### config.mk
export PLATFORM = sky130hd
export DESIGN_NAME = acc_level_tracker
export DESIGN_NICKNAME = d
export VERILOG_FILES = /design/src/rtl/acc_level_tracker.sv
export SDC_FILE = /design/constraint.sdc
export NUM_CORES = 1
export LEC_CHECK = 0
export CORE_ASPECT_RATIO = 1.25
export CORE_MARGIN = 2
export CORE_UTILIZATION = 51
export CTS_BUF_LIST = sky130_fd_sc_hd__clkbuf_8
export CTS_CLUSTER_SIZE = 14
export DETAILED_ROUTE_END_ITERATION = 16
export PLACE_DENSITY = 0.8
export SYNTH_ARGS = -nofsm -noshare
export SYNTH_HDL_FRONTEND = slang
export SYNTH_SLANG_ARGS = --single-unit
### constraint.sdc
create_clock -name i_clk -period 3.7 [get_ports i_clk]
set_input_delay 0.74 -clock i_clk [delete_from_list [all_inputs] [get_ports i_clk]]
set_output_delay 0.74 -clock i_clk [all_outputs]
set_load 0.03 [all_outputs]
### src/rtl/acc_level_tracker.sv
// Box-car averages a signed sample stream and maps the average onto threshold levels.
// Hysteresis and a multi-window debounce gate each committed level change.
module acc_level_tracker #(
  parameter int unsigned W           = 8,
  parameter int unsigned NUM_LEVELS  = 8,
  parameter int unsigned AVG_LOG2    = 2,
  parameter int unsigned HYST        = 2,
  parameter int unsigned STABLE_CNT  = 2,
  parameter int unsigned RESET_LEVEL = 0
) (
  input  logic                                 i_clk,
  input  logic                                 i_rst,
  input  logic signed [W-1:0]                  i_sample,
  input  logic                                 i_valid,
  input  logic                                 i_clear,
  input  logic        [(NUM_LEVELS-1)*W-1:0]   i_thr,
  output logic signed [W-1:0]                  o_avg,
  output logic        [$clog2(NUM_LEVELS)-1:0] o_level,
  output logic                                 o_level_valid,
  output logic                                 o_changed
);

  localparam int unsigned LW  = $clog2(NUM_LEVELS);
  localparam int unsigned NE  = 1 << LW;
  localparam int unsigned AW  = W + AVG_LOG2;
  localparam int unsigned CW  = (AVG_LOG2 > 0) ? AVG_LOG2 : 1;
  localparam int unsigned XW  = W + 2;
  localparam logic signed [XW-1:0] HYST_X   = XW'(HYST);
  localparam logic        [CW-1:0] CNT_LAST = CW'((1 << AVG_LOG2) - 1);

  logic signed [AW-1:0] r_acc;
  logic        [CW-1:0] r_cnt;
  logic                 r_v1;
  logic                 r_v2;
  logic        [LW-1:0] r_cand;
  logic        [LW-1:0] r_pend;
  logic        [3:0]    r_db_cnt;

  logic signed [AW-1:0] w_sum;
  logic signed [AW-1:0] w_shift;
  logic                 w_last;
  logic signed [W-1:0]  w_thr [NE];
  logic signed [XW-1:0] w_avg_x;
  logic signed [XW-1:0] w_lo_x;
  logic signed [XW-1:0] w_hi_x;
  logic        [LW-1:0] w_raw;
  logic        [LW-1:0] w_cand;
  logic        [LW-1:0] w_pend_n;
  logic        [LW-1:0] w_level_n;
  logic        [3:0]    w_db_cnt_n;
  logic                 w_commit;

  assign w_sum   = r_acc + AW'(i_sample);
  assign w_shift = w_sum >>> AVG_LOG2;
  assign w_last  = (r_cnt == CNT_LAST);

  // Accumulator and stage 1 (window average)
  always_ff @(posedge i_clk) begin
    if (i_rst) begin
      r_acc <= '0;
      r_cnt <= '0;
      r_v1  <= 1'b0;
      o_avg <= '0;
    end else begin
      r_v1 <= 1'b0;
      if (i_clear) begin
        r_acc <= '0;
        r_cnt <= '0;
      end else if (i_valid) begin
        if (w_last) begin
          r_acc <= '0;
          r_cnt <= '0;
          o_avg <= W'(w_shift);
          r_v1  <= 1'b1;
        end else begin
          r_acc <= w_sum;
          r_cnt <= r_cnt + CW'(1);
        end
      end
    end
  end

  // Unused table entries beyond the last threshold read as zero
  always_comb begin
    for (int k = 0; k < int'(NE); k++) w_thr[k] = '0;
    for (int k = 0; k < int'(NUM_LEVELS) - 1; k++) w_thr[k] = i_thr[k*W +: W];
  end

  assign w_avg_x = XW'(o_avg);
  assign w_lo_x  = XW'(w_thr[LW'(o_level - LW'(1))]) + HYST_X;
  assign w_hi_x  = XW'(w_thr[o_level]) - HYST_X;

  // Stage 2: raw level (smallest exceeded threshold) and hysteresis
  always_comb begin
    w_raw = LW'(NUM_LEVELS - 1);
    for (int k = int'(NUM_LEVELS) - 2; k >= 0; k--) begin
      if (w_avg_x > XW'(w_thr[k])) w_raw = LW'(k);
    end
    w_cand = o_level;
    if (w_raw < o_level) begin
      if (w_avg_x > w_lo_x) w_cand = w_raw;
    end else if (w_raw > o_level) begin
      if (w_avg_x <= w_hi_x) w_cand = w_raw;
    end
  end

  always_ff @(posedge i_clk) begin
    if (i_rst) begin
      r_v2   <= 1'b0;
      r_cand <= LW'(RESET_LEVEL);
    end else begin
      r_v2 <= r_v1;
      if (r_v1) r_cand <= w_cand;
    end
  end

  // Stage 3: debounce across consecutive windows
  always_comb begin
    w_pend_n   = r_pend;
    w_db_cnt_n = r_db_cnt;
    w_level_n  = o_level;
    w_commit   = 1'b0;
    if (r_v2) begin
      if (r_cand == o_level) begin
        w_db_cnt_n = '0;
      end else if (r_cand == r_pend) begin
        if (r_db_cnt + 4'd1 == 4'(STABLE_CNT)) begin
          w_level_n  = r_pend;
          w_db_cnt_n = '0;
          w_commit   = 1'b1;
        end else begin
          w_db_cnt_n = r_db_cnt + 4'd1;
        end
      end else begin
        w_pend_n = r_cand;
        if (STABLE_CNT == 1) begin
          w_level_n  = r_cand;
          w_db_cnt_n = '0;
          w_commit   = 1'b1;
        end else begin
          w_db_cnt_n = 4'd1;
        end
      end
    end
  end

  always_ff @(posedge i_clk) begin
    if (i_rst) begin
      o_level       <= LW'(RESET_LEVEL);
      r_pend        <= LW'(RESET_LEVEL);
      r_db_cnt      <= '0;
      o_level_valid <= 1'b0;
      o_changed     <= 1'b0;
    end else begin
      o_level       <= w_level_n;
      r_pend        <= w_pend_n;
      r_db_cnt      <= w_db_cnt_n;
      o_level_valid <= r_v2;
      o_changed     <= w_commit;
    end
  end

endmodule

==> results.py, run 1 <==
metrics = {
    "sta": {
        "setup_viol": 3,
        "final.min_clock_period_ns": 3.798,
        "finalCritPeriodShare_pct": 102.7,
        "fin_ws_ns": -0.09832,
        "maxSlewViolCount": 0,
        "hold_violations": 0,
        "rsz0062_at_grt": "yes",
        "fmax_ghz": 0.2633,
        "slew-limit-headroom_pct": 60.26,
        "fin_skew_ns": 0.008406,
        "setup_tns_ns": -0.2712,
        "hold_ws_ns": 0.4751,
        "worst_slew_pin_slew_ns": 0.5953,
    },
    "floorplan": {
        "dieArea_mm2": 0.01052,
        "die_h_um": 114.2,
        "boundaryPins": 81,
        "initial_core_util_pct": 51.83,
        "die_w_um": 92.16,
        "rows": 40,
        "coreArea_mm2": 0.009559,
    },
    "routing": {
        "routed_wirelength_um": 16450,
        "vias_per_cell": 5.973,
        "drt_pre_antenna_iters": 5,
        "dr_total_vias": 5370,
        "wl_per_cell_um": 18.30,
        "dr.first_iter.drc_count": 345,
        "drcViolationCount": 0,
        "ant_nets": 0,
    },
    "finish": {
        "fin_util_pct": 73.12,
        "n_fill_cell": 720,
        "fin_nets": 933,
        "final_layout_size_suffix_gt1_share_pct": 27.55,
        "area_growth_pct": 41.06,
        "antenna_cells": 0,
        "final_design_area_no_fill_mm2": 0.006989,
        "layout.cells.non_filler": 899,
    },
    "hold_path": {
        "min_path_cells": 2,
        "hold_class": "flop to flop",
    },
    "setup_path": {
        "worst_ep_arrival_time_ns": 3.99,
        "worstSetupEndpointType": "flop",
        "crit_fanout": 5,
        "reg2reg_depth": 17,
        "crit_type": "primary input to flop",
        "worstSetupStartpointType": "primary input",
        "cp_data_required_time_ns": 3.89,
    },
    "yosys": {
        "synth_edf_count": 0,
        "ys_seq_area_share_pct": 14.95,
        "ys_async_sr_fraction_pct": 0,
        "synth.net_count": 765,
        "syn_inst": 604,
        "yosysTopAreaCell": "ha_1",
        "synth_commonest_cells": "ha_1, inv_1, nor2_1, nand2_1, a21oi_1",
        "syn_area_per_cell_um2": 8.203,
        "synth_top_area_share_pct": 23.23,
        "yosysMostFrequentCell": "ha_1",
        "yosysWarnings": 0,
        "syn_area_mm2": 0.004955,
        "ys.flop_type": "dfxtp_1",
        "yosys-top-cells-area": "ha_1, dfxtp_1, mux4_2, inv_1, a21oi_1",
        "synth_seq_cells": 37,
        "post_synth_num_cell_types": 66,
    },
    "global_routing": {
        "grt_max_degree": 27,
        "antenna_found_initial": 0,
        "grt_pass1_wl_um": 26500,
        "grt_pass1_vias": 5715,
        "grtUsageTotal_pct": 31.70,
        "gr-total-overflow": 0,
    },
    "status": {
        "violations": "negative setup slack",
        "status": "finished, violations left",
    },
    "clocking": {
        "cts_sinks": 37,
        "clk_path_buf_depth": 2,
        "cts.clk_slew.worst_paths_ns": 0.08,
        "cts_buffers": 5,
        "cts_tree": "done",
        "postCtsHoldBufs": 0,
        "clock_latency_ns": 0.30,
        "h-tree-depth": 2,
        "cts_root_buffer": "clkbuf_8",
    },
    "placed_design": {
        "post-place-ws_ns": -0.7368,
        "dp.cells": 879,
        "port_buffers": 80,
        "hpwl_um": 12700,
        "dpl-instance-area_mm2": 0.006574,
        "gp_congestion": 0.9691,
    },
    "power_and_ir_drop": {
        "ir_drop_uv": 252.3,
        "total_power_mw": 1.057,
        "p_leak_nw": 3.202,
        "p_per_area_mw_per_mm2": 151.3,
    },
    "run": {
        "max_cap_violations": 0,
    },
}
repair_timing:
action,CTS,global route
buffers inserted,12,1
gates resized for setup,123,12
setup endpoints to repair,3,3
pin swaps,60,7
power breakdown:
part,leakage (nW),internal (mW),switching [mW]
Combinational,2.86,0.192,0.181
Sequential,0.301,0.403,0.00373
Clock,0.0439,0.130,0.148
cell usage in the layout, fill, tap and decap left out, drive strengths merged, types with 4 or more instances in the layout:
cell / n
a211oi: 6
a21o: 5
a21oi: 41
a221o: 5
a22oi: 7
buf: 104
clkbuf: 6
clkdlybuf4s50: 34
dfxtp: 37
dlygate4sd2: 37
ha: 92
inv: 70
mux2i: 18
mux4: 16
nand2: 40
nand2b: 6
nand3: 16
nand4: 11
nor2: 50
nor2b: 15
nor3: 13
o211ai: 11
o21a: 9
o21ai: 41
o21bai: 4
or2: 5
xnor2: 13
xor2: 13
worst max-delay path, stage by stage:
cell           delay (ns)
dlygate4sd2_1        0.24
inv_1                0.07
ha_1                 0.30
nor2b_1              0.16
o21a_1               0.19
o21a_2               0.22
o21ai_1              0.17
nand2b_1             0.12
a211oi_2             0.22
o21ai_1              0.11
ha_1                 0.32
nand3_1              0.09
o21ai_0              0.10
nand2_1              0.09
o211ai_1             0.15
a311oi_4             0.36
o21ai_1              0.13
o221a_1              0.23
layout make-up:
type	count	area, um^2	share of cell area [%]
Clock inverter	3	17.52	0.2506
Clock buffer	5	68.82	0.9846
Sequential cell	37	748.2	10.71
Inverter	71	274.0	3.921
Multi-Input combinational cell	478	4182	59.83
Tap cell	126	157.7	2.256
Timing Repair Buffer	179	1541	22.06
layer usage:
layer  global-route usage [%]  vias to the layer above  part of all wire (%)
met5                        0                        -                     0
met4                    21.69                        0                   7.2
met3                    3.752                       85                   5.5
met2                    57.79                      237                    50
met1                    34.06                     2512                    37
li1                         -                     2536                     -
cell families (layout without fill, tap and decap cells):
kind of cell,after synthesis,in the layout,synth area share [%]
xor+xnor,26,26,4.596
compound gates,155,155,21.84
flops,37,37,14.95
fa+ha+maj,93,93,23.64
mux,34,34,10.91
buf+inv,89,258,7.424
simple gates,170,170,16.64
worst paths after layout:
path,startpoint,to,slack (ns)
min,r_acc[8],r_acc[8],0.48
min reg2reg,r_acc[8],r_acc[8],0.48
max reg2reg,o_avg[5],r_cand[0],-0.04
max,i_thr[33],r_cand[0],-0.1
state kept, by name, indices dropped and copies added, names as in the netlist:
| register | cells |
|---|---|
| o_changed | 1 |
| r_db_cnt | 4 |
| r_cand | 3 |
| r_v1 | 1 |
| r_cnt | 2 |
| r_pend | 3 |
| o_level_valid | 1 |
| r_acc | 10 |
| r_v2 | 1 |
| o_avg | 8 |
| o_level | 3 |
Power figures use the tool's default switching activity.
==> run 2, diff against run 1 <==
- CORE_ASPECT_RATIO: 1.25 -> unset
==> run 2 against run 1 <==
Against the previous run:
- the flow still finishes with violations (negative setup slack)
- via count rose by 6.9%
- first-iteration DRC count rose by 16%
- die area barely moved
- sequential cell count did not move
- clock power rose by 50%
==> results.py, run 2 (same netlist as run 1, synthesis figures left out) <==
metrics = {
    "finish": {
        "area_growth_pct": 47.22,
        "antenna_cells": 0,
        "top_register": "r_acc",
        "n_fill_cell": 593,
        "final_layout_size_suffix_gt1_share_pct": 32.26,
        "multi_input_area_mm2": 0.004444,
        "seq_area_um2": 753.2,
        "layout.cells.non_filler": 904,
        "final_common_cell": "buf_4",
        "largest_reg_flops": 10,
        "reg_top3": "r_acc (10), o_avg (8), r_db_cnt (4)",
        "fin_nets": 935,
        "final_design_area_no_fill_mm2": 0.007295,
        "final_cell_mix": "buf_4, ha_1, inv_1",
    },
    "routing": {
        "dr.first_iter.drc_count": 401,
        "drcViolationCount": 0,
        "ant_nets": 0,
        "wl_per_cell_um": 21.24,
        "drt_pre_antenna_iters": 5,
        "vias_per_cell": 6.348,
        "dr_total_vias": 5739,
        "routed_wirelength_um": 19200,
    },
    "setup_path": {
        "worstSetupEndpointType": "flop",
        "critPathMaxStageDelay_ns": 0.44,
        "cpMaxStageDelayCell": "a311oi_4",
        "crit_fanout": 5,
        "cp_data_required_time_ns": 3.93,
        "worstSetupStartpointType": "primary input",
        "crit_type": "primary input to flop",
        "crit_buf_inv": 6,
        "worst_ep_arrival_time_ns": 4.24,
        "crit_chain": "clkdlybuf4s15_1, inv_1, ha_4, a2111oi_4, nand2_1, a31oi_1, o22ai_2, buf_12, nor2b_4, buf_4, a211oi_4, ha_4, nand2_2, o21ai_4, buf_4, inv_1, a311oi_4, and3b_1, o221a_1",
        "critical-path-top-delay-family": "compound AO/OA/AOI/OAI gates",
    },
    "sta": {
        "fmax_ghz": 0.2493,
        "rsz0062_at_grt": "yes",
        "maxSlewViolCount": 0,
        "hold_violations": 0,
        "finalCritPeriodShare_pct": 108.4,
        "setup_viol": 3,
        "final.min_clock_period_ns": 4.011,
        "setup_tns_ns": -0.8239,
        "hold_ws_ns": 0.4806,
        "worst_slew_pin_slew_ns": 0.5394,
        "fin_skew_ns": 0.007072,
        "fin_ws_ns": -0.3106,
        "slew-limit-headroom_pct": 64.00,
    },
    "clocking": {
        "clock_latency_ns": 0.30,
        "cts_tree": "done",
        "clk_path_buf_depth": 2,
        "cts_buffers": 5,
        "cts.clk_slew.worst_paths_ns": 0.08,
        "h-tree-depth": 2,
        "cts_sinks": 37,
        "cts_root_buffer": "clkbuf_8",
        "postCtsHoldBufs": 0,
    },
    "global_routing": {
        "grt_pass1_wl_um": 27280,
        "gr-total-overflow": 0,
        "grt_pass1_vias": 5725,
        "grtUsageTotal_pct": 33.39,
        "antenna_found_initial": 0,
        "grtUsageMet3_pct": 6.102,
        "use_met1_pct": 39.01,
        "gr-usage-met2_pct": 57.77,
        "grt_most_used_layer": "met2",
        "grt_max_degree": 27,
    },
    "power_and_ir_drop": {
        "ir_drop_uv": 266.6,
        "total_power_mw": 1.232,
        "p_per_area_mw_per_mm2": 168.9,
        "p_leak_nw": 3.282,
    },
    "floorplan": {
        "die_w_um": 102.6,
        "dieArea_mm2": 0.01052,
        "coreArea_mm2": 0.009328,
        "boundaryPins": 81,
        "initial_core_util_pct": 53.12,
        "die_h_um": 102.6,
        "rows": 35,
    },
    "placed_design": {
        "hpwl_um": 12850,
        "dpl-instance-area_mm2": 0.006505,
        "port_buffers": 80,
        "dp.cells": 879,
        "gp_congestion": 0.9491,
    },
    "hold_path": {
        "hold_class": "flop to flop",
    },
    "status": {
        "status": "finished, violations left",
        "violations": "negative setup slack",
    },
    "run": {
        "max_cap_violations": 0,
    },
}
==> run 2: where the power goes <==
group	total [mW]	switching [mW]	internal [mW]
registers	0.406	0.00378	0.402
logic	0.409	0.207	0.202
clock network	0.417	0.150	0.268
==> run 2: worst paths after layout <==
| path | startpoint | endpoint | slack, ns | cells past startpoint |
|---|---|---|---|---|
| max | i_thr[22] | r_cand[2] | -0.31 | 19 |
| min reg2reg | o_avg[3] | o_avg[3] | 0.48 | 2 |
| min | o_avg[3] | o_avg[3] | 0.48 | 2 |
| max reg2reg | o_avg[6] | r_cand[2] | -0.21 | 18 |
==> run 2: repair_timing <==
action | in CTS | in global routing
pin swaps | 71 | 39
gates resized for setup | 151 | 49
setup endpoints to repair | 3 | 3
setup buffers | 11 | 7
==> run 2: per-layer routing <==
metal | vias up | wire [um]
li1 | 2543 | -
met4 | 0 | 1379
met1 | 2666 | 7148
met3 | 146 | 1723
met2 | 384 | 8950
met5 | - | 0
==> run 2: stage by stage <==
step	setup slack, ns	utilization [%]
2_1_floorplan	-0.02180	-
3_3_place_gp	-0.6420	69.74
3_5_place_dp	-0.8328	69.74
4_1_cts	0.0001932	75.47
5_1_grt	-0.3304	78.20
6_report	-0.3106	78.20
==> run 2: cell type report <==
type | count | share of cell area, %
Sequential cell | 37 | 10.33
Clock inverter | 3 | 0.8919
Tap cell | 129 | 2.213
Inverter | 71 | 3.791
Clock buffer | 5 | 0.9434
Multi-Input combinational cell | 478 | 60.93
Timing Repair Buffer | 181 | 20.91
==> run 2: tightest hold or removal path: stages, from the launching register on <==
cell     delay, ns
dfxtp_2       0.34
nand2_1       0.05
a21oi_1       0.05
==> run 3, diff against run 2 <==
- MAX_ROUTING_LAYER: unset -> met4
- RECOVER_POWER: unset -> 50
==> run 3 against run 2 <==
Against the previous run:
- critical path type unchanged
- sequential cell count did not move
- final area fell by 0.82%
- count of clock-buffer cells in the layout did not move
- largest cell class unchanged
- die area did not move
- clock power fell by 33%
- utilization fell by 0.64 points
- hold slack got worse by 0.014 ns
- first-iteration DRC count rose by 20%
- the flow still finishes with violations (negative setup slack)
- via count fell by 2.8%
- non-clock buffer count fell by 1
- cell count fell by 0.11%
- register-to-register slack improved by 0.11 ns
==> results.py, run 3 (same netlist as run 1, synthesis figures left out) <==
metrics = {
    "status": {
        "status": "finished, violations left",
        "violations": "negative setup slack",
    },
    "finish": {
        "n_fill_cell": 628,
        "fin_nets": 934,
        "final_layout_size_suffix_gt1_share_pct": 31.14,
        "largest_reg_flops": 10,
        "area_growth_pct": 46.01,
        "final_cell_mix": "buf_4, ha_1, inv_1",
        "reg_top3": "r_acc (10), o_avg (8), r_db_cnt (4)",
        "top_register": "r_acc",
        "multi_input_area_mm2": 0.004427,
        "antenna_cells": 0,
        "fin_util_pct": 77.56,
        "final_common_cell": "buf_4",
        "seq_area_um2": 750.7,
    },
    "placed_design": {
        "post-place-ws_ns": -0.8066,
        "hpwl_um": 12810,
        "gp_congestion": 0.9564,
        "port_buffers": 80,
    },
    "routing": {
        "dr_total_vias": 5580,
        "wl_per_cell_um": 20.33,
        "vias_per_cell": 6.179,
        "drt_pre_antenna_iters": 5,
        "dr.first_iter.drc_count": 482,
        "drcViolationCount": 0,
        "routed_wirelength_um": 18360,
        "ant_nets": 0,
    },
    "hold_path": {
        "hold_class": "flop to flop",
        "min_path_cells": 2,
    },
    "setup_path": {
        "worstSetupStartpointType": "primary input",
        "worstSetupEndpointType": "flop",
        "reg2reg_depth": 17,
        "crit_type": "primary input to flop",
        "worst_ep_arrival_time_ns": 4.04,
        "crit_fanout": 5,
        "cp_data_required_time_ns": 3.88,
    },
    "sta": {
        "hold_violations": 0,
        "worst_slew_pin_slew_ns": 0.8375,
        "final.min_clock_period_ns": 3.865,
        "fin_skew_ns": 0.006306,
        "finalCritPeriodShare_pct": 104.5,
        "rsz0062_at_grt": "yes",
        "setup_tns_ns": -0.4322,
        "setup_viol": 3,
        "maxSlewViolCount": 0,
        "fin_ws_ns": -0.1649,
        "fmax_ghz": 0.2587,
        "slew-limit-headroom_pct": 43.69,
    },
    "clocking": {
        "h-tree-depth": 2,
        "cts_tree": "done",
        "clock_latency_ns": 0.29,
        "cts_root_buffer": "clkbuf_8",
        "cts_sinks": 37,
        "cts.clk_slew.worst_paths_ns": 0.08,
        "clk_path_buf_depth": 2,
        "cts_buffers": 5,
    },
    "floorplan": {
        "rows": 35,
        "die_w_um": 102.6,
        "die_h_um": 102.6,
        "boundaryPins": 81,
        "initial_core_util_pct": 53.12,
        "dieArea_mm2": 0.01052,
        "coreArea_mm2": 0.009328,
    },
    "global_routing": {
        "grt_pass1_vias": 5760,
        "grtUsageMet3_pct": 6.983,
        "grt_pass1_wl_um": 27070,
        "grtUsageTotal_pct": 34.31,
        "gr-total-overflow": 0,
        "grt_most_used_layer": "met2",
        "grt_max_degree": 27,
        "antenna_found_initial": 0,
        "gr-usage-met2_pct": 57.01,
        "use_met1_pct": 38.25,
    },
    "power_and_ir_drop": {
        "ir_drop_uv": 293.6,
        "p_leak_nw": 3.267,
        "total_power_mw": 1.085,
        "p_per_area_mw_per_mm2": 150.0,
    },
    "run": {
        "max_cap_violations": 0,
    },
}
[run 3: cell count changes in the layout (fill, tap and decap cells not counted), moves of 3 or more]
cell      change
a21oi_2       +3
buf_2         -3
clkbuf_2      -3
ha_1          +3
nor2_2        +3
[run 3: through the flow]
step / hold WS [ns] / cell area [um^2] / std cells
3_5_place_dp: 0.4603 / 6505 / 879
3_3_place_gp: 0.4491 / 6505 / 879
6_report: 0.4670 / 7234 / 903
5_1_grt: 0.4956 / 7234 / 903
4_1_cts: 0.4701 / 7039 / 901
2_1_floorplan: 0.4421 / 5031 / 604
[run 3: timing repair]
action	in CTS	in global routing
pin swaps	69	41
setup buffers	15	2
hold buffers	0	0
setup endpoints to repair	3	3
resized for setup	146	43
endpoints found under the hold margin	0	0
[run 3: cell type report]
class	instances	share of cell area, %
clock inverters	3	0.2075
inverters	71	3.822
multi-input cells	478	61.19
well taps	129	2.231
clock buffers	5	0.9512
flip-flops and latches	37	10.38
repair buffers	180	21.22
[run 3: final timing paths]
| kind | from | slack, ns | end |
|---|---|---|---|
| worst max-delay path | i_thr[37] | -0.16 | r_cand[1] |
| worst min-delay path | o_avg[4] | 0.47 | o_avg[4] |
| worst max register to register | o_avg[3] | -0.10 | r_cand[1] |
| worst min register to register | o_avg[4] | 0.47 | o_avg[4] |
[run 3: worst max-delay path: stages]
cell,delay [ns]
clkdlybuf4s15_2,0.20
inv_1,0.05
ha_1,0.29
a21o_1,0.18
a2111o_1,0.50
nor3_4,0.19
o21bai_4,0.11
a211oi_4,0.31
ha_4,0.26
nand2_2,0.09
o21ai_4,0.07
o211ai_1,0.10
o211ai_1,0.16
a311oi_4,0.38
mux2i_1,0.30
a211oi_2,0.11
[run 3: where the power goes]
group          internal, mW  leakage (nW)  switching, mW
Clock                 0.128        0.0467          0.150
Combinational         0.203          2.92          0.199
Sequential            0.402         0.302        0.00357
[run 3: per-layer routing]
metal  share of wire [%]  up-vias  wire [um]
met1                  39     2625       7170
met3                 7.7      115       1417
met2                  47      300       8605
met5                   0        -          0
met4                 6.4        0       1166
li1                    -     2540          -
